--- src/rtl/bsram_arbiter_if.sv ---
// Bundle of CPU, LCD and BSRAM port signals around the BSRAM arbiter.
// slave = arbiter view, master = surrounding requesters plus BSRAM primitive.
interface bsram_arbiter_if #(
   parameter int ADDR_W = 13,
   parameter int DATA_W = 8
);
   logic              cpu_req;
   logic              cpu_we;
   logic [ADDR_W-1:0] cpu_addr;
   logic [DATA_W-1:0] cpu_wdata;
   logic              cpu_gnt;
   logic              cpu_rvalid;
   logic [DATA_W-1:0] cpu_rdata;
   logic              lcd_req;
   logic [ADDR_W-1:0] lcd_addr;
   logic              lcd_gnt;
   logic              lcd_rvalid;
   logic [DATA_W-1:0] lcd_rdata;
   logic              mem_ce;
   logic              mem_wre;
   logic [ADDR_W-1:0] mem_ad;
   logic [DATA_W-1:0] mem_din;
   logic [DATA_W-1:0] mem_dout;

   modport slave (
      input  cpu_req, cpu_we, cpu_addr, cpu_wdata, lcd_req, lcd_addr, mem_dout,
      output cpu_gnt, cpu_rvalid, cpu_rdata, lcd_gnt, lcd_rvalid, lcd_rdata,
      output mem_ce, mem_wre, mem_ad, mem_din
   );

   modport master (
      output cpu_req, cpu_we, cpu_addr, cpu_wdata, lcd_req, lcd_addr, mem_dout,
      input  cpu_gnt, cpu_rvalid, cpu_rdata, lcd_gnt, lcd_rvalid, lcd_rdata,
      input  mem_ce, mem_wre, mem_ad, mem_din
   );
endinterface

--- src/rtl/bsram_arbiter.sv ---
// Single-port BSRAM arbiter: LCD-over-CPU grant each cycle, read tags routed back after READ_LATENCY.
// Optional CPU anti-starvation counter enabled by `define BSRAM_ARB_STARVE_GUARD_EN.
module bsram_arbiter #(
   parameter int ADDR_W       = 13,
   parameter int DATA_W       = 8,
   parameter int READ_LATENCY = 1,
   parameter int STARVE_MAX   = 8
) (
   input  logic            clk,
   input  logic            rst,
   bsram_arbiter_if.slave  bus
);
   logic cpu_gnt;
   logic lcd_gnt;

`ifdef BSRAM_ARB_STARVE_GUARD_EN
   localparam int CNT_W = $clog2(STARVE_MAX + 1);
   logic [CNT_W-1:0] starve_q;
   logic [CNT_W-1:0] starve_d;
   logic             force_cpu;

   always_comb begin
      force_cpu = (starve_q == CNT_W'(STARVE_MAX));
      starve_d  = starve_q;
      if (!bus.cpu_req || cpu_gnt) begin
         starve_d = '0;
      end else if (!force_cpu) begin
         starve_d = starve_q + CNT_W'(1);
      end
   end

   always_ff @(posedge clk) begin
      if (rst) begin
         starve_q <= '0;
      end else begin
         starve_q <= starve_d;
      end
   end

   assign lcd_gnt = !rst && bus.lcd_req && !(force_cpu && bus.cpu_req);
`else
   assign lcd_gnt = !rst && bus.lcd_req;
`endif

   assign cpu_gnt = !rst && bus.cpu_req && !lcd_gnt;

   always_comb begin
      bus.cpu_gnt = cpu_gnt;
      bus.lcd_gnt = lcd_gnt;
      bus.mem_ce  = cpu_gnt || lcd_gnt;
      bus.mem_wre = cpu_gnt && bus.cpu_we;
      bus.mem_ad  = '0;
      bus.mem_din = '0;
      if (cpu_gnt) begin
         bus.mem_ad = bus.cpu_addr;
         if (bus.cpu_we) begin
            bus.mem_din = bus.cpu_wdata;
         end
      end else if (lcd_gnt) begin
         bus.mem_ad = bus.lcd_addr;
      end
   end

   // Tag shift register: owner bit 1 marks a CPU read, 0 an LCD read.
   logic [READ_LATENCY-1:0] vld_q;
   logic [READ_LATENCY-1:0] vld_d;
   logic [READ_LATENCY-1:0] own_q;
   logic [READ_LATENCY-1:0] own_d;

   always_comb begin
      vld_d    = '0;
      own_d    = '0;
      vld_d[0] = (cpu_gnt && !bus.cpu_we) || lcd_gnt;
      own_d[0] = cpu_gnt;
      for (int i = 1; i < READ_LATENCY; i++) begin
         vld_d[i] = vld_q[i-1];
         own_d[i] = own_q[i-1];
      end
   end

   always_ff @(posedge clk) begin
      if (rst) begin
         vld_q <= '0;
         own_q <= '0;
      end else begin
         vld_q <= vld_d;
         own_q <= own_d;
      end
   end

   logic tail_vld;
   assign tail_vld = vld_q[READ_LATENCY-1] && !rst;

   always_comb begin
      bus.cpu_rvalid = tail_vld && own_q[READ_LATENCY-1];
      bus.lcd_rvalid = tail_vld && !own_q[READ_LATENCY-1];
      bus.cpu_rdata  = bus.cpu_rvalid ? bus.mem_dout : '0;
      bus.lcd_rdata  = bus.lcd_rvalid ? bus.mem_dout : '0;
   end
endmodule

--- src/flat_wrapper.sv ---
// flat-port wrapper written by rule: the top's interface ports become plain ports
module bsram_arbiter_flat 
#(
   parameter int ADDR_W       = 13,
   parameter int DATA_W       = 8,
   parameter int READ_LATENCY = 1,
   parameter int STARVE_MAX   = 8
)
  (clk, rst, bus_cpu_req, bus_cpu_we, bus_cpu_addr, bus_cpu_wdata, bus_lcd_req, bus_lcd_addr, bus_mem_dout, bus_cpu_gnt, bus_cpu_rvalid, bus_cpu_rdata, bus_lcd_gnt, bus_lcd_rvalid, bus_lcd_rdata, bus_mem_ce, bus_mem_wre, bus_mem_ad, bus_mem_din);
  bsram_arbiter_if #(.ADDR_W(ADDR_W), .DATA_W(DATA_W)) bus_i ();
  input  logic clk;
  input  logic rst;
  input wire logic [$bits(bus_i.cpu_req)-1:0] bus_cpu_req;
  input wire logic [$bits(bus_i.cpu_we)-1:0] bus_cpu_we;
  input wire logic [$bits(bus_i.cpu_addr)-1:0] bus_cpu_addr;
  input wire logic [$bits(bus_i.cpu_wdata)-1:0] bus_cpu_wdata;
  input wire logic [$bits(bus_i.lcd_req)-1:0] bus_lcd_req;
  input wire logic [$bits(bus_i.lcd_addr)-1:0] bus_lcd_addr;
  input wire logic [$bits(bus_i.mem_dout)-1:0] bus_mem_dout;
  output wire logic [$bits(bus_i.cpu_gnt)-1:0] bus_cpu_gnt;
  output wire logic [$bits(bus_i.cpu_rvalid)-1:0] bus_cpu_rvalid;
  output wire logic [$bits(bus_i.cpu_rdata)-1:0] bus_cpu_rdata;
  output wire logic [$bits(bus_i.lcd_gnt)-1:0] bus_lcd_gnt;
  output wire logic [$bits(bus_i.lcd_rvalid)-1:0] bus_lcd_rvalid;
  output wire logic [$bits(bus_i.lcd_rdata)-1:0] bus_lcd_rdata;
  output wire logic [$bits(bus_i.mem_ce)-1:0] bus_mem_ce;
  output wire logic [$bits(bus_i.mem_wre)-1:0] bus_mem_wre;
  output wire logic [$bits(bus_i.mem_ad)-1:0] bus_mem_ad;
  output wire logic [$bits(bus_i.mem_din)-1:0] bus_mem_din;
  assign bus_i.cpu_req = bus_cpu_req;
  assign bus_i.cpu_we = bus_cpu_we;
  assign bus_i.cpu_addr = bus_cpu_addr;
  assign bus_i.cpu_wdata = bus_cpu_wdata;
  assign bus_i.lcd_req = bus_lcd_req;
  assign bus_i.lcd_addr = bus_lcd_addr;
  assign bus_i.mem_dout = bus_mem_dout;
  assign bus_cpu_gnt = bus_i.cpu_gnt;
  assign bus_cpu_rvalid = bus_i.cpu_rvalid;
  assign bus_cpu_rdata = bus_i.cpu_rdata;
  assign bus_lcd_gnt = bus_i.lcd_gnt;
  assign bus_lcd_rvalid = bus_i.lcd_rvalid;
  assign bus_lcd_rdata = bus_i.lcd_rdata;
  assign bus_mem_ce = bus_i.mem_ce;
  assign bus_mem_wre = bus_i.mem_wre;
  assign bus_mem_ad = bus_i.mem_ad;
  assign bus_mem_din = bus_i.mem_din;
  bsram_arbiter #(.ADDR_W(ADDR_W), .DATA_W(DATA_W), .READ_LATENCY(READ_LATENCY), .STARVE_MAX(STARVE_MAX)) u_core (.clk(clk), .rst(rst), .bus(bus_i));
endmodule
--- config.mk ---
export PLATFORM = sky130hd
export DESIGN_NAME = bsram_arbiter_flat
export DESIGN_NICKNAME = d
export VERILOG_FILES = /design/src/rtl/bsram_arbiter_if.sv /design/src/rtl/bsram_arbiter.sv /design/src/flat_wrapper.sv
export SDC_FILE = /design/constraint.sdc
export NUM_CORES = 1
export LEC_CHECK = 0
export CORE_MARGIN = 8
export CORE_UTILIZATION = 17
export CTS_BUF_LIST = sky130_fd_sc_hd__clkbuf_16
export DETAILED_ROUTE_END_ITERATION = 8
export GPL_TIMING_DRIVEN = 0
export PLACE_DENSITY = 0.82
export REMOVE_ABC_BUFFERS = 1
export SLEW_MARGIN = 20
export SYNTH_ARGS = -nofsm -noshare
export SYNTH_HDL_FRONTEND = slang
export SYNTH_SLANG_ARGS = --single-unit
--- constraint.sdc ---
create_clock -name clk -period 0.9 [get_ports clk]
set_input_delay 0.18 -clock clk [delete_from_list [all_inputs] [get_ports clk]]
set_output_delay 0.18 -clock clk [all_outputs]
set_load 0.01 [all_outputs]
# After elaboration in Yosys (flattened, before gate mapping)
# Cells that the tools add are included.
# word_totals
register_bits	2
in_bits	47
word_cells	22
# classes
mux	6
n_reduce_logical	14
# ops
op	count
8-bit two-way mux	4
13-bit two-way mux	2
1-bit logical AND	8
1-bit logical NOT	4
1-bit logical OR	2

# Longest topological paths before layout
# logic_depth
word_depth	6
depth_mapped	4
depth_no_buf	2

# Worst setup path before layout
# No wires, ideal clock.
# synth_timing
kind	input -> output
from	in bus_cpu_req
to	out bus_mem_din[0]
arrival_ns	0.917
t_required_ns	0.720
path_slack_ns	-0.197
stages	4
n_path_buf	2
cell_sequence	buf_4 -> nor4bb_1 -> buf_2 -> and2_1
# synth_between
elab_chain_cells	3
# synth_rtl
element	line_no	source
from (decl)	flat_wrapper.sv:13	input wire logic [$bits(bus_i.cpu_req)-1:0] bus_cpu_req;
1-bit logical AND (2 in a row)	bsram_arbiter.sv:45	assign cpu_gnt = !rst && bus.cpu_req && !lcd_gnt;
8-bit two-way mux	bsram_arbiter.sv:54	if (cpu_gnt) begin
to (decl)	flat_wrapper.sv:29	output wire logic [$bits(bus_i.mem_din)-1:0] bus_mem_din;
# Every way passes these cells.

# Worst setup path in the final report
# layout_timing
from	reg u_core.vld_q
to	out bus_lcd_rdata[2]
# layout_between
elab_chain_cells	3
# layout_rtl
element	line_no	source
from (decl)	bsram_arbiter.sv:65	logic [READ_LATENCY-1:0] vld_q;
from (signal assigned)	bsram_arbiter.sv:86	vld_q <= vld_d;
1-bit logical AND	bsram_arbiter.sv:92	assign tail_vld = vld_q[READ_LATENCY-1] && !rst;
1-bit logical AND	bsram_arbiter.sv:96	bus.lcd_rvalid = tail_vld && !own_q[READ_LATENCY-1];
8-bit two-way mux	bsram_arbiter.sv:98	bus.lcd_rdata = bus.lcd_rvalid ? bus.mem_dout : '0;
to (decl)	flat_wrapper.sv:25	output wire logic [$bits(bus_i.lcd_rdata)-1:0] bus_lcd_rdata;
# Every way passes these cells.

==> impl_metrics.xml <==
<?xml version="1.0" encoding="UTF-8"?>
<metrics>
  <group name="grt">
    <metric name="globalRoute.totalOverflow" unit="">0</metric>
    <metric name="grt_first_pass_wirelength" unit="um">4770</metric>
    <metric name="antenna_found_initial" unit="">0</metric>
    <metric name="maximum_number_of_pins_on_one_net_before_global_route_repair" unit="">15</metric>
    <metric name="grt_usage" unit="%">13.6</metric>
    <metric name="vias_in_the_first_global_route" unit="">1017</metric>
  </group>
  <group name="synthesis">
    <metric name="synth_top_cells_by_count" unit="">and2_1, a32o_1, buf_4</metric>
    <metric name="synth-warning-count" unit="">0</metric>
    <metric name="edff_count_synth" unit="">0</metric>
    <metric name="dominant_register_cell_in_the_synthesized_netlist" unit="">dfxtp_1</metric>
    <metric name="share_of_the_yosys_chip_area_belonging_to_registers" unit="%">8.84</metric>
    <metric name="yosysTopAreaCellShare" unit="%">33.1</metric>
    <metric name="yosysTopAreaCell" unit="">and2_1</metric>
    <metric name="asyncSetResetFlopFracSynth" unit="%">0</metric>
    <metric name="synth.cell_area" unit="um^2">453</metric>
    <metric name="synth-seq-cells" unit="">2</metric>
    <metric name="synthTopCellsByArea" unit="">and2_1, a32o_1, dfxtp_1, buf_4, nor3b_2</metric>
    <metric name="most_frequent_cell_after_synthesis" unit="">and2_1</metric>
    <metric name="yosys.cell_types.count" unit="">19</metric>
    <metric name="synthCells" unit="">59</metric>
    <metric name="postSynthAreaPerCell" unit="um^2">7.68</metric>
  </group>
  <group name="clock_network">
    <metric name="cts_root_buf" unit="">clkbuf_16</metric>
    <metric name="cts_max_level" unit="">1</metric>
    <metric name="total_clock_sinks" unit="">2</metric>
    <metric name="cts_buffers" unit="">3</metric>
    <metric name="clk_pin_slew_worst_paths" unit="ns">0.03</metric>
    <metric name="max-clock-path-buffers" unit="">2</metric>
    <metric name="tritoncts" unit="">done</metric>
    <metric name="cts_hold_buffers" unit="">0</metric>
  </group>
  <group name="pwr">
    <metric name="power.static_leakage" unit="nW">0.830</metric>
    <metric name="max-vdd-ir-drop" unit="uV">674</metric>
    <metric name="power.density_cell_area" unit="nW/um^2">813</metric>
    <metric name="totalPowerFinal" unit="mW">1.32</metric>
  </group>
  <group name="drt">
    <metric name="vias" unit="">906</metric>
    <metric name="detail-route-antenna-nets" unit="">0</metric>
    <metric name="drt_drc_violations_left" unit="">0</metric>
    <metric name="dr.first_iter.drc_count" unit="">20</metric>
    <metric name="drt_pass1_iterations" unit="">3</metric>
    <metric name="finalWirelength" unit="um">3400</metric>
    <metric name="post_dr_wirelength_cell" unit="um">17.4</metric>
    <metric name="drt-vias-per-instance" unit="">4.65</metric>
  </group>
  <group name="sta">
    <metric name="rsz_0062_raised_after_global_routing" unit="">true</metric>
    <metric name="worst_pin_slew" unit="ns">0.238</metric>
    <metric name="fmax" unit="GHz">0.691</metric>
    <metric name="timing_hold_violations_final" unit="">0</metric>
    <metric name="post-route-period-util" unit="%">161</metric>
    <metric name="setup_violations" unit="">42</metric>
    <metric name="timing.final.max_slew_violations" unit="">0</metric>
    <metric name="max-slew-margin-rel" unit="%">84.1</metric>
    <metric name="final.setup.worst_slack" unit="ns">-0.547</metric>
    <metric name="post-route-min-period" unit="ns">1.45</metric>
  </group>
  <group name="worst_hold_path">
    <metric name="min-delay-start" unit="">bus_lcd_req</metric>
    <metric name="holdPathStages" unit="">3</metric>
    <metric name="timing.hold.worst.class" unit="">in -&gt; reg</metric>
    <metric name="min_delay_worst_endpoint" unit="">u_core.vld_q$_SDFF_PP0_</metric>
  </group>
  <group name="layout">
    <metric name="final_layout_size_suffix_gt1_share" unit="%">57.0</metric>
    <metric name="num_antenna_cells" unit="">0</metric>
    <metric name="final_area" unit="um^2">1620</metric>
    <metric name="design.final.nets" unit="">214</metric>
    <metric name="area.growth.synth_to_final" unit="%">258</metric>
  </group>
  <group name="run_status">
    <metric name="failed_checks" unit="">negative setup slack</metric>
    <metric name="status" unit="">complete, but fails checks</metric>
  </group>
  <group name="job">
    <metric name="maxCapViolCount" unit="">0</metric>
  </group>
  <group name="floorplan">
    <metric name="die-width" unit="um">67.6</metric>
    <metric name="floorplan.initialDensity" unit="%">18.1</metric>
    <metric name="fp.coreArea" unit="um^2">2500</metric>
    <metric name="dieHeight" unit="um">67.6</metric>
    <metric name="design.die.area" unit="um^2">4570</metric>
    <metric name="num_io_pins" unit="">90</metric>
    <metric name="count_of_standard_cell_rows" unit="">18</metric>
  </group>
  <group name="critical_path">
    <metric name="critPathMaxFanout" unit="">4</metric>
    <metric name="worst_setup_path_end_kind" unit="">output port</metric>
    <metric name="timing.critical_path.required" unit="ns">0.72</metric>
    <metric name="critical_path.cell_chain" unit="">nor3b_4, buf_6, buf_6, and2_1, buf_2</metric>
    <metric name="critical_path.max_stage_delay" unit="ns">0.33</metric>
    <metric name="worstSetupStartpointType" unit="">register</metric>
    <metric name="critPathSlowestCell" unit="">dfxtp_2</metric>
    <metric name="worstSetupPathType" unit="">reg -&gt; out</metric>
    <metric name="crit_path_top_cell_by_count" unit="">buf_6</metric>
    <metric name="arrival" unit="ns">1.27</metric>
  </group>
  <group name="placement">
    <metric name="gpl.final_weighted_congestion" unit="">0.880</metric>
    <metric name="dpl_worst_slack" unit="ns">-1.94</metric>
    <metric name="port_buffers" unit="">89</metric>
    <metric name="hpwlAfterDp" unit="um">2410</metric>
    <metric name="placed_cell_area" unit="um^2">1330</metric>
  </group>
</metrics>
worst max-delay path, delay by kind of cell, from the launching register on:
kind	cells	cell delay, ns
simple gates	2	0.36
buf+inv	3	0.36
flops	1	0.33
where the power goes:
part / leakage, nW / internal (mW) / total [mW] / switching (mW)
combinational: 0.776 / 0.357 / 0.555 / 0.198
clock: 0.0370 / 0.565 / 0.662 / 0.0972
sequential: 0.0172 / 0.0953 / 0.100 / 0.00494
total: 0.830 / 1.02 / 1.32 / 0.300
flip-flops by register name, indices dropped and copies added (netlist names):
name          flops
u_core.vld_q      1
u_core.own_q      1
final cells by class:
class,count,area (um^2)
clock buffer,3,75.1
timing repair buffer,110,1020
fill,213,880
multi-input combinational,49,437
inverter,1,3.75
sequential,2,42.5
tap,30,37.5
worst max-delay path by stage:
stage                            startpoint          endpoint  slack (ns)  cells past startpoint
global route        u_core.vld_q$_SDFF_PP0_  bus_lcd_rdata[2]       -0.59                      5
floorplan                       bus_cpu_req    bus_mem_din[0]       -0.52                      2
CTS                 u_core.own_q$_SDFF_PP0_  bus_lcd_rdata[2]       -0.50                      5
detailed placement              bus_cpu_req    bus_mem_din[7]       -1.94                      4
global placement                bus_cpu_req    bus_mem_din[2]       -1.90                      4
finish              u_core.vld_q$_SDFF_PP0_  bus_lcd_rdata[2]       -0.55                      5
per-stage QoR:
| stage | setup TNS [ns] | hold WS, ns | instances | util, % |
|---|---|---|---|---|
| after CTS | -12.73 | 0.162 | 189 | 59.1 |
| after global routing | -15.99 | 0.275 | 195 | 64.8 |
| after floorplan | -7.85 | 0.249 | 52 | - |
| after global placement | -58.73 | 0.849 | 171 | 53.4 |
| after detailed placement | -59.72 | 0.860 | 171 | 53.4 |
| final | -14.58 | 0.253 | 195 | 64.8 |
kinds of logic after synthesis:
group                  synth area share [%]
AOI/OAI and AO/OA                      29.8
buffers and inverters                  11.3
DFF                                    8.84
and+or+nand+nor                        50.0
per-layer routing:
metal / up-vias / track usage (%) / wire length (um)
li1: 429 / - / -
met5: - / 0 / 0
met4: 0 / 6.53 / 50
met2: 70 / 25.0 / 1710
met3: 4 / 7.62 / 546
met1: 403 / 11.8 / 1090
what timing repair did:
item | 4_1_cts | 5_1_grt
gates cloned | 1 | 0
buffers inserted | 15 | 7
gates resized for setup | 259 | 27
endpoints found under the setup margin | 45 | 42
pin swaps | 32 | 3
cells in the final DEF, fill, tap and decap left out:
cell / Yosys / layout
a21oi_1: 1 / 1
a32o_1: 13 / 13
and2_1: 24 / 10
and2_4: 0 / 14
and3b_2: 0 / 1
buf_12: 0 / 5
buf_2: 2 / 26
buf_4: 3 / 7
buf_6: 1 / 28
buf_8: 0 / 1
clkbuf_16: 0 / 4
clkdlybuf4s50_1: 0 / 15
dfxtp_2: 0 / 2
dlygate4sd2_1: 0 / 27
inv_1: 1 / 1
nand2_2: 0 / 1
nand2b_1: 1 / 1
nor2_1: 2 / 2
nor2_4: 0 / 1
nor2b_4: 0 / 1
nor3_1: 1 / 1
nor3b_2: 1 / 1
nor3b_4: 0 / 1
nor4bb_4: 0 / 1
(Power assumes the default switching activity.)
